<file path="config.mk">
export PLATFORM = sky130hd
export DESIGN_NAME = junction_phase_sequencer
export DESIGN_NICKNAME = d
export VERILOG_FILES = /design/src/rtl/junction_phase_sequencer.sv
export SDC_FILE = /design/constraint.sdc
export NUM_CORES = 1
export LEC_CHECK = 0
export ABC_AREA = 1
export CORE_UTILIZATION = 50
export DETAILED_ROUTE_END_ITERATION = 6
export PLACE_DENSITY_LB_ADDON = 0.05
export SLEW_MARGIN = 10
export SYNTH_ARGS = -nofsm -noshare
export SYNTH_HDL_FRONTEND = slang
export SYNTH_SLANG_ARGS = --single-unit
</file>
<file path="constraint.sdc">
create_clock -name clk -period 1.6 [get_ports clk]
set_input_delay 0.48 -clock clk [delete_from_list [all_inputs] [get_ports clk]]
set_output_delay 0.48 -clock clk [all_outputs]
set_load 0.005 [all_outputs]
</file>
<file path="src/rtl/junction_phase_sequencer.sv">
// -----------------------------------------------------------------------------
// junction_phase_sequencer
// Tick-timed phase scheduler for a highway / country-road junction. Arbitrates
// between the country-road car sensor, a latched pedestrian button and an
// emergency pre-empt, and drives both light heads plus the WALK lamp. Dwell
// times are counted in tick strobes, not raw clocks.
//
// Ports:
//   clk          system clock, rising edge
//   clear        synchronous active-high reset
//   tick         one-cycle timing strobe; dwell counter advances only on tick
//   car_req      country-road vehicle present (level)
//   ped_req      pedestrian button (pulse or level), latched internally
//   emerg        emergency pre-empt (level), forces highway priority
//   hw_light     highway head        RED=00 YELLOW=01 GREEN=10
//   cr_light     country-road head   same encoding
//   walk         pedestrian WALK lamp across the highway
//   ped_pending  pedestrian request latched, not yet served
//   phase        current state code (debug / scoreboard)
// -----------------------------------------------------------------------------

// Checks that the two heads are never simultaneously non-RED.
module junction_phase_sequencer_checker (
    input logic       clk,
    input logic       clear,
    input logic [1:0] hw_light,
    input logic [1:0] cr_light
);
    heads_exclusive: assert property (@(posedge clk) disable iff (clear)
        !((hw_light != 2'b00) && (cr_light != 2'b00)));
endmodule

module junction_phase_sequencer #(
    parameter int MIN_GREEN    = 4,
    parameter int MAX_CR_GREEN = 8,
    parameter int YELLOW_TICKS = 3,
    parameter int ALLRED_TICKS = 2,
    parameter int CNT_W        = 4
) (
    input  logic       clk,
    input  logic       clear,
    input  logic       tick,
    input  logic       car_req,
    input  logic       ped_req,
    input  logic       emerg,
    output logic [1:0] hw_light,
    output logic [1:0] cr_light,
    output logic       walk,
    output logic       ped_pending,
    output logic [2:0] phase
);
    typedef enum logic [2:0] {
        HW_GREEN  = 3'd0,
        HW_YELLOW = 3'd1,
        ALL_RED1  = 3'd2,
        CR_GREEN  = 3'd3,
        CR_YELLOW = 3'd4,
        ALL_RED2  = 3'd5
    } state_t;

    localparam logic [1:0] LAMP_RED    = 2'b00;
    localparam logic [1:0] LAMP_YELLOW = 2'b01;
    localparam logic [1:0] LAMP_GREEN  = 2'b10;

    // Last counter value of each dwell: Expired(N) is cnt == N-1 on a tick.
    localparam logic [CNT_W-1:0] MIN_G_LAST  = CNT_W'(MIN_GREEN - 1);
    localparam logic [CNT_W-1:0] MAX_CR_LAST = CNT_W'(MAX_CR_GREEN - 1);
    localparam logic [CNT_W-1:0] YEL_LAST    = CNT_W'(YELLOW_TICKS - 1);
    localparam logic [CNT_W-1:0] ARED_LAST   = CNT_W'(ALLRED_TICKS - 1);
    localparam logic [CNT_W-1:0] CNT_ZERO    = {CNT_W{1'b0}};
    localparam logic [CNT_W-1:0] CNT_ONES    = {CNT_W{1'b1}};
    localparam logic [CNT_W-1:0] CNT_ONE     = CNT_W'(1);

    state_t           state_q, state_d;
    logic [CNT_W-1:0] cnt_q, cnt_d;
    logic             ped_pending_q, ped_pending_d;
    logic             walk_q, walk_d;
    logic [1:0]       hw_light_q, hw_light_d;
    logic [1:0]       cr_light_q, cr_light_d;

    // Next-state, dwell counter, pedestrian latch and lamp decode of next state.
    always_comb begin
        state_d       = state_q;
        cnt_d         = cnt_q;
        ped_pending_d = ped_pending_q | ped_req;
        walk_d        = 1'b0;
        hw_light_d    = LAMP_RED;
        cr_light_d    = LAMP_RED;

        case (state_q)
            HW_GREEN: begin
                if (tick && (cnt_q >= MIN_G_LAST) && (car_req || ped_pending_q) && !emerg) begin
                    state_d = HW_YELLOW;
                end else begin
                    state_d = HW_GREEN;
                end
            end
            HW_YELLOW: begin
                if (tick && (cnt_q == YEL_LAST)) begin
                    state_d = ALL_RED1;
                end else begin
                    state_d = HW_YELLOW;
                end
            end
            ALL_RED1: begin
                // Emergency arriving during clearance diverts straight back to the highway.
                if (tick && (cnt_q == ARED_LAST)) begin
                    state_d = emerg ? HW_GREEN : CR_GREEN;
                end else begin
                    state_d = ALL_RED1;
                end
            end
            CR_GREEN: begin
                // Emergency leaves immediately, ignoring tick and minimum green.
                if (emerg) begin
                    state_d = CR_YELLOW;
                end else if (tick && (((cnt_q >= MIN_G_LAST) && !car_req) || (cnt_q == MAX_CR_LAST))) begin
                    state_d = CR_YELLOW;
                end else begin
                    state_d = CR_GREEN;
                end
            end
            CR_YELLOW: begin
                if (tick && (cnt_q == YEL_LAST)) begin
                    state_d = ALL_RED2;
                end else begin
                    state_d = CR_YELLOW;
                end
            end
            ALL_RED2: begin
                if (tick && (cnt_q == ARED_LAST)) begin
                    state_d = HW_GREEN;
                end else begin
                    state_d = ALL_RED2;
                end
            end
            default: begin
                state_d = HW_GREEN;
            end
        endcase

        // Counter restarts on every state entry, otherwise saturates on ticks.
        if (state_d != state_q) begin
            cnt_d = CNT_ZERO;
        end else if (tick && (cnt_q != CNT_ONES)) begin
            cnt_d = cnt_q + CNT_ONE;
        end else begin
            cnt_d = cnt_q;
        end

        // A press on the entry clock is served by this crossing, so it lights WALK too.
        if ((state_d == CR_GREEN) && (state_q != CR_GREEN)) begin
            ped_pending_d = 1'b0;
            walk_d        = ped_pending_q | ped_req;
        end else if (state_d == CR_GREEN) begin
            walk_d = walk_q;
        end else begin
            walk_d = 1'b0;
        end

        case (state_d)
            HW_GREEN:  hw_light_d = LAMP_GREEN;
            HW_YELLOW: hw_light_d = LAMP_YELLOW;
            CR_GREEN:  cr_light_d = LAMP_GREEN;
            CR_YELLOW: cr_light_d = LAMP_YELLOW;
            default: begin
                hw_light_d = LAMP_RED;
                cr_light_d = LAMP_RED;
            end
        endcase
    end

    // State, counter and registered Moore outputs with synchronous clear.
    always_ff @(posedge clk) begin
        if (clear) begin
            state_q       <= HW_GREEN;
            cnt_q         <= CNT_ZERO;
            ped_pending_q <= 1'b0;
            walk_q        <= 1'b0;
            hw_light_q    <= LAMP_GREEN;
            cr_light_q    <= LAMP_RED;
        end else begin
            state_q       <= state_d;
            cnt_q         <= cnt_d;
            ped_pending_q <= ped_pending_d;
            walk_q        <= walk_d;
            hw_light_q    <= hw_light_d;
            cr_light_q    <= cr_light_d;
        end
    end

    assign hw_light    = hw_light_q;
    assign cr_light    = cr_light_q;
    assign walk        = walk_q;
    assign ped_pending = ped_pending_q;
    assign phase       = state_q;

    junction_phase_sequencer_checker u_checker (
        .clk      (clk),
        .clear    (clear),
        .hw_light (hw_light_q),
        .cr_light (cr_light_q)
    );
endmodule

</file>
==> impl_metrics.csv <==
group,metric,value,unit
synthesis,synth_edf_count,0,
power,p_leak,0.000588,µW
synthesis,synth-compound-area-share,8.32,%
synthesis,synth_nets,119,
floorplan,fp.dieArea,0.00176,mm²
synthesis,synth_area_leaders,"dfxtp_1 (33%), nor2_1 (8.0%), nand2_1 (7.5%)",
synthesis,syn_area,797,µm²
clock_tree,cts_buffers,3,
detailed_routing,via_per_inst,5.14,
job,cap_violations,0,
layout,finalNetCount,150,
synthesis,synthXorXnorAreaFrac,2.20,%
synthesis,yosysTopAreaCellShare,32.7,%
sta,period_share,99.3,%
placed_design,io_buffer_count,14,
synthesis,synthMuxAreaShare,0,%
synthesis,ys.flop_type,"dfxtp_1",
synthesis,synthArstFlopShare,0,%
synthesis,synth-adder-area-share,4.71,%
global_route,use_met1,30.9,%
floorplan,start_util,53.5,%
synthesis,synth_most_common_cell,"nor2_1",
floorplan,core_area,0.00149,mm²
detailed_routing,drt_iter0_drc,19,
synthesis,synthCells,110,
clock_tree,cts_tree,"done",
clock_tree,cts_sinks,13,
sta,setup_violations,0,
floorplan,io_pins,15,
clock_tree,cts.clk_slew.worst_paths,0.08,ns
placed_design,pre_cts_ws,-0.415,ns
placed_design,routabilityCongestion,0.898,
clock_tree,clock_path_buffers,2,
layout,num-fill-cells,109,
synthesis,yosysTopAreaCell,"dfxtp_1",
sta,fin_crit,1.59,ns
worst_setup_path,critPathArrivalTime,1.11,ns
layout,multi_input_area,548,µm²
power,ir_worst_vdd,0.000541,V
worst_setup_path,cp_slowest_cell,"clkdlybuf4s50_1",
worst_setup_path,crit_fanout,2,
global_route,antenna_found_initial,0,
sta,fin_tns_setup,0,ns
global_route,overflow,0,
sta,max_freq,630,MHz
clock_tree,postCtsHoldBufs,0,
power,power_density,543,mW/mm²
layout,seq_area,277,µm²
layout,syn_to_final_growth,47.7,%
synthesis,synth_seq_area_share,32.7,%
synthesis,ys_top_cells_by_count,"nor2_1 (17), nand2_1 (16), dfxtp_1 (13)",
global_route,grt_max_degree,8,
status,status,"finished, final reports clean",
worst_setup_path,cp_top_family,"buffers and inverters",
floorplan,die_h,41.9,µm
synthesis,synth-warning-count,0,
detailed_routing,vias,802,
sta,slew_violations,0,
hold_path,hold_class,"flip-flop to flip-flop",
global_route,grt_pass1_wl,3020,µm
clock_tree,h-tree-depth,1,
layout,drive_gt1_share,45.0,%
floorplan,num_rows,14,
global_route,grt_util_met3,4.35,%
global_route,use_met2,34.1,%
detailed_routing,drcViolationCount,0,
worst_setup_path,timing.critical_path.buf_inv,1,
detailed_routing,drt_wl_total,1970,µm
worst_setup_path,end_kind,"output port",
synthesis,avgSynthCellArea,7.25,µm²
worst_setup_path,cp-start-kind,"flip-flop",
clock_tree,cts_root_buffer,"clkbuf_4",
worst_setup_path,required,1.12,ns
sta,setup_ws,0.0119,ns
synthesis,synth_top_family_by_area,"simple AND/OR/NAND/NOR gates",
sta,hold_viol_final,0,
clock_tree,clk_latency,0.27,ns
worst_setup_path,path_cells,"clkdlybuf4s50_1",
worst_setup_path,slowest_delay,0.50,ns
floorplan,fp.dieW,41.9,µm
global_route,grt_pass1_vias,762,
synthesis,yosysUniqueCellTypes,23,
layout,num_antenna_cells,0,
detailed_routing,ant_nets,0,
sta,relSlewSlack,83.2,%
placed_design,place_hpwl,1380,µm
worst_setup_path,reg2reg_slack,0.07,ns
global_route,grt.total_usage,22.8,%
worst_setup_path,path_class,"flip-flop to output port",
synthesis,ys_ff_latch,13,
sta,finClkSkew,0.00628,ns
synthesis,synth_simple_gate_area_share,43.6,%
layout,fin_util,79.1,%
global_route,grt.busiest_layer,"met2",
sta,tightest_slew,0.252,ns
detailed_routing,routedWlPerCell,12.6,µm
detailed_routing,dr.pass1.iters,4,
[sequential cells by signal (all words and copies together) (netlist names)]
name,cells
hw_light,2
cnt_q,4
cr_light,2
ped_pending,1
phase,3
walk,1
[worst paths after layout]
check | from | endpoint | cells past startpoint
hold / removal | walk | walk | 1
hold reg to reg | walk | walk | 1
setup reg to reg | cnt_q[1] | cnt_q[0] | 10
setup / recovery | phase[1] | phase[1] | 1
[repair_timing]
item | CTS | global route
setup buffers | 3 | 3
setup endpoints to repair | 9 | 10
gates resized for setup | 8 | 31
pin swaps | 1 | 9
[metal layers]
| layer | routed length (µm) | up-vias |
|---|---|---|
| met4 | 32 | 0 |
| met2 | 928 | 24 |
| li1 | - | 415 |
| met1 | 894 | 359 |
| met3 | 112 | 4 |
| met5 | 0 | - |
[where the power goes]
group | internal (µW) | total (µW) | switching (µW)
combinational | 42.5 | 99.4 | 56.9
clock | 96.6 | 196 | 99.2
sequential | 331 | 345 | 13.3
total | 470 | 640 | 169
[cells in the final DEF (no fill, tap or decap), types with 4 or more instances in the layout]
cell / synthesis / routed
a21oi_1: 6 / 5
buf_4: 0 / 13
clkdlybuf4s50_1: 0 / 6
dfxtp_1: 13 / 6
dfxtp_2: 0 / 4
dlymetal6s2s_1: 0 / 5
inv_1: 10 / 8
inv_2: 7 / 9
nand2_1: 16 / 14
nand2_2: 7 / 8
nand3_1: 7 / 7
nor2_1: 17 / 14
nor2_4: 3 / 8
[per-stage QoR]
| step | instance area, µm² | hold slack, ns | instances | power (µW) |
|---|---|---|---|---|
| floorplan | 797 | 0.495 | 110 | 403 |
| global placement | 1010 | 0.481 | 146 | 436 |
| detailed placement | 1010 | 0.489 | 146 | 438 |
| CTS | 1060 | 0.511 | 153 | 630 |
| global route | 1180 | 0.508 | 156 | 673 |
| finish | 1180 | 0.491 | 156 | 640 |
[cells by family (layout without fill, tap and decap cells)]
group                    Yosys count  count (layout)
AO/OA/AOI/OAI                     11              11
XOR/XNOR                           2               2
flip-flops                        13              13
buffers and inverters             18              48
adder cells (fa/ha/maj)            3               3
AND/OR/NAND/NOR                   63              63
[area by class of cell]
type | count | share of cell area [%]
Sequential cell | 13 | 23.5
Clock buffer | 4 | 2.23
Timing Repair Buffer | 27 | 20.6
Inverter | 17 | 5.42
Tap cell | 16 | 1.70
Multi-Input combinational cell | 79 | 46.5
Power figures use the tool's default switching activity.
